[src/rtl/cnt_sched.sv]
// Two-requester round-robin scheduler that grants counting windows on one shared counter.
// A granted window counts 0..length, or stops early on abort, then pulses done for one cycle.
module cnt_sched #(
  parameter int WIDTH = 8
) (
  input  logic             clk,
  input  logic             rst,
  input  logic [1:0]       req_valid,
  input  logic [WIDTH-1:0] req_len0,
  input  logic [WIDTH-1:0] req_len1,
  output logic [1:0]       req_ready,
  input  logic             abort,
  output logic             busy,
  output logic             grant_id,
  output logic [WIDTH-1:0] cnt_value,
  output logic             done,
  output logic             done_abort
);

  typedef enum logic [1:0] {IDLE, RUN, DONE} state_t;

  state_t           state;
  state_t           state_nxt;
  logic [WIDTH-1:0] length;
  logic             win;
  logic             accept;
  logic             at_term;

  // On a tie the requester that did not own the previous window wins.
  always_comb begin
    win = 1'b0;
    case (req_valid)
      2'b01:   win = 1'b0;
      2'b10:   win = 1'b1;
      2'b11:   win = ~grant_id;
      default: win = 1'b0;
    endcase
  end

  assign accept  = (state == IDLE) && (|req_valid) && !rst;
  assign at_term = (cnt_value == length);

  always_ff @(posedge clk) begin
    if (rst) state <= IDLE;
    else     state <= state_nxt;
  end

  always_comb begin
    state_nxt = state;
    case (state)
      IDLE:    if (accept) state_nxt = RUN;
      RUN:     if (abort || at_term) state_nxt = DONE;
      DONE:    state_nxt = IDLE;
      default: state_nxt = IDLE;
    endcase
  end

  always_comb begin
    busy      = (state == RUN);
    done      = (state == DONE);
    req_ready = '0;
    if (accept) req_ready = win ? 2'b10 : 2'b01;
  end

  // Abort takes precedence over the terminal compare; both hold the counter.
  always_ff @(posedge clk) begin
    if (rst) begin
      cnt_value  <= '0;
      length     <= '0;
      grant_id   <= 1'b1;
      done_abort <= 1'b0;
    end else begin
      case (state)
        IDLE: begin
          if (accept) begin
            grant_id  <= win;
            length    <= win ? req_len1 : req_len0;
            cnt_value <= '0;
          end
        end
        RUN: begin
          if (abort)        done_abort <= 1'b1;
          else if (at_term) done_abort <= 1'b0;
          else              cnt_value  <= cnt_value + WIDTH'(1);
        end
        default: ;
      endcase
    end
  end

endmodule
[config.mk]
export PLATFORM = sky130hd
export DESIGN_NAME = cnt_sched
export DESIGN_NICKNAME = d
export VERILOG_FILES = /design/src/rtl/cnt_sched.sv
export SDC_FILE = /design/constraint.sdc
export NUM_CORES = 1
export LEC_CHECK = 0
export CORE_MARGIN = 2
export CORE_UTILIZATION = 41
export CTS_CLUSTER_SIZE = 30
export DETAILED_ROUTE_END_ITERATION = 6
export PLACE_DENSITY = 0.75
export SYNTH_ARGS = -nofsm -noshare
export SYNTH_HDL_FRONTEND = slang
export SYNTH_SLANG_ARGS = --single-unit
[constraint.sdc]
create_clock -name clk -period 1.25 [get_ports clk]
set_input_delay 0.125 -clock clk [delete_from_list [all_inputs] [get_ports clk]]
set_output_delay 0.125 -clock clk [all_outputs]
set_load 0.01 [all_outputs]
==> impl_metrics.py <==
metrics = {
    "placement": {
        "port_buffers": 34,
        "place_ws_ns": -0.646,
        "globalplace.congestion": 0.829,
        "hpwlAfterDp_um": 2260,
        "placed_area_mm2": 0.00174,
    },
    "finish": {
        "nets": 219,
        "area_growth_pct": 88.7,
        "layout-drive-gt1-share": 0.559,
        "ff_latch_area_um2": 432,
        "fin_area_mm2": 0.00207,
        "multi_input_area_um2": 900,
        "diodes": 0,
        "n_fill_cell": 130,
    },
    "detailed_routing": {
        "ant_nets": 0,
        "post-route-drc-count": 0,
        "vias": 1286,
        "drt-total-wl_um": 3850,
        "via_per_inst": 5.72,
        "drt_iter0_drc": 45,
        "drt-pass1-iter-count": 4,
        "wl_per_cell_um": 17.1,
    },
    "pwr": {
        "p_sw_frac": 0.335,
        "powerDensity_mw_per_mm2": 879,
        "leakage_nw": 0.825,
        "p_comb_frac": 0.419,
        "ir_drop_uv": 796,
        "p_sw_uw": 609,
        "seqPwrFrac": 0.407,
        "p_int_mw": 1.21,
        "p_clk_frac": 0.174,
    },
    "grt": {
        "grt_max_degree": 11,
        "antenna_found_initial": 0,
        "track_usage": 0.232,
        "grt_pass1_vias": 1246,
        "grt_pass1_wl_um": 5610,
        "overflow": 0,
    },
    "run_status": {
        "status": "complete, but fails checks",
        "violations": "setup timing",
    },
    "critical_path": {
        "path_buf_inv": 2,
        "crit_chain": "buf_4 -> or3b_4 -> buf_4 -> nor2_2 -> a21oi_1 -> mux2i_1",
        "required_ns": 1.47,
        "crit_arrival_ns": 1.78,
        "endpoint_kind": "flop",
        "path_delay_family": "simple AND/OR/NAND/NOR gates",
        "critical_path_class": "flop to flop",
        "worstPathMaxFanout": 6,
        "worst_setup_path_start_kind": "flop",
        "critPathSlowestCell": "or3b_4",
        "max_stage_delay_ns": 0.42,
        "crit_top_cell": "buf_4",
    },
    "timing": {
        "min_period_ns": 1.55,
        "slew_violations": 0,
        "finalCritPeriodShare": 1.24,
        "tightest_slew_ns": 0.294,
        "skew_ns": 0.0120,
        "rsz0062_at_grt": "yes",
        "fmax_mhz": 643,
        "whs_ns": 0.464,
        "finalSetupViolations": 20,
        "final_hold_viol_count": 0,
        "slew_headroom": 0.803,
        "tns_ns": -3.13,
        "setup_ws_ns": -0.304,
    },
    "logic_synthesis": {
        "synthArstFlopShare": 0,
        "synth_cells": 125,
        "synth_flop_cell": "dfxtp_1",
        "ys_warn_count": 0,
        "synth_area_per_cell_um2": 8.77,
        "ys_seq_area_frac": 0.365,
        "syn_area_mm2": 0.00110,
        "synth_edf_count": 0,
        "ys_seq_elements": 20,
        "syn-num-nets": 147,
        "yosysUniqueCellTypes": 39,
    },
    "cts": {
        "clk_path_buf_depth": 2,
        "cts-buffers-inserted": 3,
        "hold_buffers": 0,
        "cts_tree": "built",
        "clk_pin_slew_worst_paths_ns": 0.12,
        "clkLatencyLatePin_ns": 0.31,
        "cts_root_buf": "clkbuf_4",
        "cts.sinks": 20,
        "htree_levels": 1,
    },
    "die": {
        "die-area_mm2": 0.00310,
        "die_y_um": 55.7,
        "core_mm2": 0.00250,
        "rows": 18,
        "initial_core_util": 0.438,
        "die_w_um": 55.7,
        "pin_count": 35,
    },
    "worst_hold_path": {
        "hold_path_class": "input pin to flop",
    },
    "job": {
        "maxCapViolCount": 0,
    },
}
## layout make-up
| cell class | count | area share |
|---|---|---|
| clock buffer | 3 | 0.0109 |
| multi-input combinational | 96 | 0.435 |
| timing repair buffer | 73 | 0.321 |
| sequential | 20 | 0.209 |
| inverter | 3 | 0.00665 |
| tap | 30 | 0.0181 |
## cells in the final DEF (no fill, tap or decap), types with 3 or more instances in the layout
cell type        count
mux2i_1              8
nand2_1              6
clkdlybuf4s50_1     18
nand3b_1             3
xnor2_2              7
dfxtp_1              5
dlygate4sd2_1        9
dfxtp_4              5
nand3_1              5
a21oi_1              5
buf_4               28
a21oi_2              3
buf_6               11
clkbuf_4             3
nor2_1               7
nor2_4               8
a211oi_2             8
nor2_2               3
clkdlybuf4s15_1      4
dfxtp_2             10
## per-stage QoR
step,instances,util,total power [mW]
after floorplan,125,-,1.02
after detailed placement,216,0.697,1.24
after global routing,225,0.827,1.90
after global placement,216,0.697,1.23
final,225,0.827,1.82
after CTS,223,0.752,1.64
## repair_timing
action | in CTS | in global routing
buffers inserted | 3 | 2
gates cloned | 1 | 0
pin swaps | 16 | 13
endpoints found under the setup margin | 33 | 28
resized for setup | 56 | 43
## kinds of logic after synthesis
kind of cell | after synthesis | synth area share
simple gates | 48 | 0.242
compound gates | 30 | 0.191
flops | 20 | 0.365
buf+inv | 9 | 0.0377
mux | 9 | 0.0822
xor+xnor | 8 | 0.0708
fa+ha+maj | 1 | 0.0114
## per-layer routing
layer	up-vias	routed length, um	GRT usage
li1	592	-	-
met4	0	91	0.101
met5	-	0	0
met3	11	177	0.0395
met1	629	1520	0.237
met2	54	2060	0.452
## worst reg2reg max path, cell delays in order (launching register included)
cell     delay [ns]
dfxtp_2        0.35
buf_4          0.16
or3b_4         0.42
buf_4          0.17
nor2_2         0.13
a21oi_1        0.07
mux2i_1        0.17
## power groups by stage
stage | Sequential (mW) | Combinational, mW | Clock, mW
2_1_floorplan | 0.733 | 0.286 | 0
3_3_place_gp | 0.727 | 0.502 | 0
3_5_place_dp | 0.729 | 0.515 | 0
4_1_cts | 0.724 | 0.606 | 0.309
5_1_grt | 0.746 | 0.811 | 0.343
6_report | 0.740 | 0.762 | 0.316
## synth_stat cells (3+ instances only)
library cell  number  area, um^2
a211oi_1           9        67.6
a21oi_1            8        40.0
buf_2              3        15.0
dfxtp_1           20         400
inv_1              3        11.3
mux2i_1            9        90.1
nand2_1            6        22.5
nand3_1            5        25.0
nand3b_1           3        22.5
nor2_1            17        63.8
xnor2_1            7        61.3
## path summary, 6_finish.rpt
check,start,endpoint,slack (ns),cells past startpoint
worst max-delay path,state[0],cnt_value[3],-0.30,6
worst min-delay path,req_valid[0],grant_id,0.46,5
worst min register to register,length[7],length[7],0.52,2
worst max register to register,state[0],cnt_value[3],-0.30,6
## flip-flops by register name, summed over array words and instances (netlist names)
name and cells:
done_abort 1, grant_id 1, length 8, state 2
cnt_value 8
Note: power is estimated with default switching activity, not from simulation.
